<file path="config.mk">
export PLATFORM = sky130hd
export DESIGN_NAME = delta_reg_bank
export DESIGN_NICKNAME = d
export VERILOG_FILES = /design/src/rtl/delta_reg_bank.sv
export SDC_FILE = /design/constraint.sdc
export NUM_CORES = 2
export LEC_CHECK = 0
export CORE_AREA = 5 5 331 252
export CTS_BUF_LIST = sky130_fd_sc_hd__clkbuf_8 sky130_fd_sc_hd__clkbuf_16
export DETAILED_ROUTE_END_ITERATION = 16
export DIE_AREA = 0 0 336 257
export GPL_ROUTABILITY_DRIVEN = 0
export GPL_TIMING_DRIVEN = 0
export PLACE_DENSITY = 0.83
export SYNTH_ARGS = -nofsm -noshare
export SYNTH_HDL_FRONTEND = slang
export SYNTH_SLANG_ARGS = --single-unit
</file>
<file path="constraint.sdc">
create_clock -name CLK -period 8.8 [get_ports CLK]
set_clock_uncertainty 0.2 [all_clocks]
set_input_delay 2.2 -clock CLK [delete_from_list [all_inputs] [get_ports CLK]]
set_output_delay 2.2 -clock CLK [all_outputs]
set_load 0.02 [all_outputs]
</file>
<file path="src/rtl/delta_reg_bank.sv">
// delta_reg_bank: multi-channel change tracker.
// Each channel keeps a reference copy of its input and raises a sticky flag,
// a saturating event counter and a sticky overflow bit when the input moves
// (any-bit change in mode 0, beyond a shared unsigned deadband in mode 1).
// Reading a channel clears its flag, counter and overflow; a change in the
// read cycle itself re-arms flag and counter so no event is lost.
// The enabled flags are OR-reduced into one registered interrupt.
module delta_reg_bank #(
    parameter int NUM_CHANNELS = 8,
    parameter int DATA_WIDTH   = 32,
    parameter int CNT_WIDTH    = 8,
    parameter int SEL_WIDTH    = (NUM_CHANNELS > 1) ? $clog2(NUM_CHANNELS) : 1
) (
    input  logic                               CLK,
    input  logic                               RST,
    input  logic [NUM_CHANNELS*DATA_WIDTH-1:0] VALUE_IN,
    input  logic [NUM_CHANNELS-1:0]            MODE,
    input  logic [DATA_WIDTH-1:0]              DEADBAND,
    input  logic [NUM_CHANNELS-1:0]            IRQ_EN,
    input  logic                               READ_EVENT,
    input  logic [SEL_WIDTH-1:0]               READ_SEL,
    output logic [NUM_CHANNELS*DATA_WIDTH-1:0] VALUE_OUT,
    output logic [NUM_CHANNELS-1:0]            CHANGE_FLAGS,
    output logic [NUM_CHANNELS-1:0]            OVERFLOW,
    output logic [CNT_WIDTH-1:0]               CHANGE_COUNT,
    output logic                               IRQ
);

    localparam logic [CNT_WIDTH-1:0] CNT_MAX = '1;

    logic [CNT_WIDTH-1:0] w_cnt [NUM_CHANNELS];
    logic                 r_irq;

    for (genvar g = 0; g < NUM_CHANNELS; g++) begin : g_ch
        logic [DATA_WIDTH-1:0] w_in;
        logic [DATA_WIDTH-1:0] w_diff;
        logic                  w_event;
        logic                  w_rd;
        logic [DATA_WIDTH-1:0] r_ref;
        logic [CNT_WIDTH-1:0]  r_cnt;
        logic                  r_flag;
        logic                  r_ovf;

        assign w_in    = VALUE_IN[g*DATA_WIDTH +: DATA_WIDTH];
        // Magnitude of the distance, computed without wrap-around.
        assign w_diff  = (w_in >= r_ref) ? (w_in - r_ref) : (r_ref - w_in);
        assign w_event = MODE[g] ? (w_diff > DEADBAND) : (w_in != r_ref);
        assign w_rd    = READ_EVENT && (READ_SEL == SEL_WIDTH'(g));

        // Per-channel reference, sticky flag, saturating counter and overflow.
        always_ff @(posedge CLK) begin
            if (RST) begin
                r_ref  <= '0;
                r_cnt  <= '0;
                r_flag <= 1'b0;
                r_ovf  <= 1'b0;
            end else begin
                // Mode 0 tracks every cycle; mode 1 only re-anchors on an event,
                // so slow drift inside the deadband is measured from the anchor.
                if (!MODE[g] || w_event) begin
                    r_ref <= w_in;
                end

                if (w_rd && w_event) begin
                    r_flag <= 1'b1;
                    r_cnt  <= CNT_WIDTH'(1);
                end else if (w_rd) begin
                    r_flag <= 1'b0;
                    r_cnt  <= '0;
                end else if (w_event) begin
                    r_flag <= 1'b1;
                    if (r_cnt != CNT_MAX) begin
                        r_cnt <= r_cnt + CNT_WIDTH'(1);
                    end
                end

                if (w_rd) begin
                    r_ovf <= 1'b0;
                end else if (w_event && (r_cnt == CNT_MAX)) begin
                    r_ovf <= 1'b1;
                end
            end
        end

        assign VALUE_OUT[g*DATA_WIDTH +: DATA_WIDTH] = r_ref;
        assign CHANGE_FLAGS[g] = r_flag;
        assign OVERFLOW[g]     = r_ovf;
        assign w_cnt[g]        = r_cnt;
    end

    // Count readback mux; shows the pre-clear value during the read cycle.
    always_comb begin
        CHANGE_COUNT = '0;
        for (int i = 0; i < NUM_CHANNELS; i++) begin
            if (READ_SEL == SEL_WIDTH'(i)) begin
                CHANGE_COUNT = w_cnt[i];
            end
        end
    end

    // Registered interrupt from the enabled sticky flags.
    always_ff @(posedge CLK) begin
        if (RST) begin
            r_irq <= 1'b0;
        end else begin
            r_irq <= |(CHANGE_FLAGS & IRQ_EN);
        end
    end

    assign IRQ = r_irq;

endmodule
</file>
==> results.cfg <==
[outcome]
outcome = finished clean

[pwr]
power_frac_clock_pct = 12.3
peakVddDrop_uv = 144
pwr-share-seq_pct = 15.1
intPower_mw = 7.29
leakagePower_nw = 25.5
swShare_pct = 50.9
p_comb_share_pct = 72.6
power_density_nw_per_um2 = 271
switchingPower_mw = 7.56

[setup_path]
slowest_stage = clkdlybuf4s50_1
crit_fanout = 10
crit_path_start_kind = input port
crit_family = compound AO/OA/AOI/OAI gates
reg2reg_to = g_ch[2].r_ref[8]
slowest_delay_ns = 0.51
crit-reg2reg-launch = g_ch[2].r_ref[23]
cp.required_ns = 9.07
crit_path_start = VALUE_IN[87]
cp_num_cells = 27
r2r_slack_ns = 1.93
worst-path-buf-inv = 6
worstSetupPathType = input port to register
r2r_cells = 25
arrival_ns = 8.90
endpoint = g_ch[2].r_ref[8]
cpMostUsedCell = a21oi_1
crit_path_end_kind = register

[global_routing]
grt_max_degree = 14
grt_antenna_before_repair = 37
grt_pass1_vias = 46400
grt_pass1_wl_mm = 254
track_usage_pct = 36.3
gr-total-overflow = 0

[cells_and_area]
postLayoutCellArea_um2 = 54700
nFillCells = 6706
area_growth_pct = 19.5
multiInputGateArea_um2 = 35300
layout-drive-gt1-share_pct = 4.10
area.sequential_um2 = 6750
final_nets = 8018

[yosys]
ys_seq_area_share_pct = 14.7
ys_warn_count = 0
synth_edf_count = 0
avgSynthCellArea_um2 = 7.28
syn_area_um2 = 45800
synth_compound_area_share_pct = 27.0
ys_types = 100
synth_top_family_by_area = compound AO/OA/AOI/OAI gates
ys_async_sr_fraction_pct = 0
synth-main-ff-cell = dfxtp_1
synth_fp_nets = 7380
synthAdderAreaFrac_pct = 21.7
ys_seq_elements = 337
synth_simple_gate_area_share_pct = 16.9
muxShareOfSynthArea_pct = 6.19
synth_xor_area_share_pct = 5.03
netlist_instances = 6286

[sta]
final-hold-violation-count = 0
fin_tns_setup_ns = 0
slew_headroom_pct = 5.52
fin_crit_sh_pct = 98.1
drv_slew = 0
setup_viol = 0
tightest_slew_ns = 1.42
fin_crit_ns = 8.63
timing.fmax_ghz = 0.116

[floorplan]
ios = 591
design.core.area_um2 = 79700
die_area_um2 = 86400
rows = 90
die-width_um = 336
start_util_pct = 57.4
die_y_um = 257

[route]
wl_per_cell_um = 20.8
vias_per_cell = 6.21
antenna_left = 0
first_pass_iters = 8
drt-initial-drc-count = 6086
drc = 0
drt-total-wl_mm = 168
vias = 50000

[placement]
port_buffers = 590
placed_area_um2 = 53000
dp.final_hpwl_mm = 131

[min_path]
hold_depth = 1
hp-class = register to register

[cts]
cts-root-buf = clkbuf_16
htreeDepth = 2
cts_sinks = 337
cts_buffer_depth = 3
cts_tree = built
clkSlewWorstSetupHoldPaths_ns = 0.06
worst_skew_pair.late_latency_ns = 0.60
cts_buffers = 41

[job]
maxCapViolCount = 0
==> kinds of logic (layout without fill, tap and decap cells) <==
group | count (synthesis) | in the layout
adders and majority gates | 784 | 784
DFF | 337 | 337
and+or+nand+nor | 1658 | 1658
muxes | 276 | 276
AOI/OAI and AO/OA | 1986 | 1986
xor gates and xnor gates | 263 | 263
buffers and inverters | 982 | 1650
other | 0 | 30
==> Yosys cell counts, types with 164 or more instances <==
cell      number  area share, %
o21ai_0      356            3.9
clkbuf_1     232            1.9
nand2_1      392            3.2
nand4_1      164            2.2
nor2_1       636            5.2
dfxtp_1      337             15
ha_1         768             21
mux2i_1      237            5.2
a21o_1       316            5.2
xnor2_1      170            3.3
a21oi_1      772            8.4
inv_1        660            5.4
==> power groups by stage <==
stage | sequential, mW | clock, mW | combinational [mW]
floorplan | 2.50 | 0 | 7.09
global placement | 2.25 | 0 | 10.0
detailed placement | 2.26 | 0 | 10.3
CTS | 2.23 | 1.84 | 10.4
global route | 2.29 | 1.91 | 11.8
finish | 2.25 | 1.83 | 10.8
==> cell usage in the layout, fill, tap and decap left out, drive strengths merged, types with 37 or more instances in the layout <==
cell           count
clkdlybuf4s50    590
a21o             316
a31oi             53
nand2            393
and3              47
ha               768
xor2              93
inv              669
o21ai            360
o21bai           106
a211oi            47
dfxtp            337
a21oi            774
nor2b             79
o211ai            56
nor2             636
o21a              42
nand3             93
xnor2            170
mux2              37
buf               92
nand2b            50
nor3              57
mux2i            237
nand4            166
clkbuf           284
==> through the flow <==
step                      setup WS, ns  hold WS (ns)  std cells  total power [mW]  utilization [%]
after floorplan                   1.24         0.238       6286              9.59                -
after global placement          -0.881         0.255       7934              12.3             66.5
after detailed placement        -0.966         0.260       7934              12.6             66.5
after CTS                       0.0200         0.274       8006              14.5             68.3
after global routing          -0.00497         0.303       8032              16.0             68.6
final                            0.170         0.271       8042              14.8             68.6
==> layout make-up <==
cell class                      instances  share of cell area, %
Antenna cell                           30                  0.137
Buffer                                319                   2.56
Clock buffer                           50                   2.14
Clock inverter                         23                  0.419
Inverter                              661                   4.54
Multi-Input combinational cell       4967                   64.6
Sequential cell                       337                   12.3
Tap cell                             1058                   2.42
Timing Repair Buffer                  597                   10.9
==> worst register-to-register path, delay by kind of cell, from the launching register on <==
family | cells | cell delay (ns)
fa+ha+maj | 2 | 0.56
compound gates | 14 | 3.86
simple gates | 4 | 0.48
xor+xnor | 1 | 0.17
flops | 1 | 0.42
buf+inv | 4 | 1.04
==> repair_timing <==
item,CTS,global route
buffers inserted,0,7
hold buffers,0,0
gates resized for setup,8,58
endpoints found under the setup margin,72,253
pin swaps,0,2
gates cloned,0,0
==> worst min path at each step <==
stage | start | end | slack (ns)
6_report | g_ch[7].r_ovf | g_ch[7].r_ovf | 0.27
5_1_grt | g_ch[1].r_ref[9] | g_ch[1].r_ref[9] | 0.30
4_1_cts | g_ch[7].r_ovf | g_ch[7].r_ovf | 0.27
3_5_place_dp | g_ch[7].r_ovf | g_ch[7].r_ovf | 0.26
3_3_place_gp | g_ch[7].r_ovf | g_ch[7].r_ovf | 0.26
2_1_floorplan | g_ch[6].r_ovf | g_ch[6].r_ovf | 0.24
==> layer usage <==
layer | wire, µm | global-route usage, % | up-vias
li1 | - | - | 23400
met1 | 66600 | 46.1 | 22900
met2 | 69200 | 54.1 | 2947
met3 | 21000 | 11.5 | 636
met4 | 10500 | 21.1 | 22
met5 | 144 | 0 | -
==> registers in the layout, indices dropped and copies added (netlist names) <==
name and cells:
g_ch.r_ref 256, g_ch.r_cnt 64, g_ch.r_flag 8, g_ch.r_ovf 8, IRQ 1
Note: power is estimated with default switching activity, not from simulation.
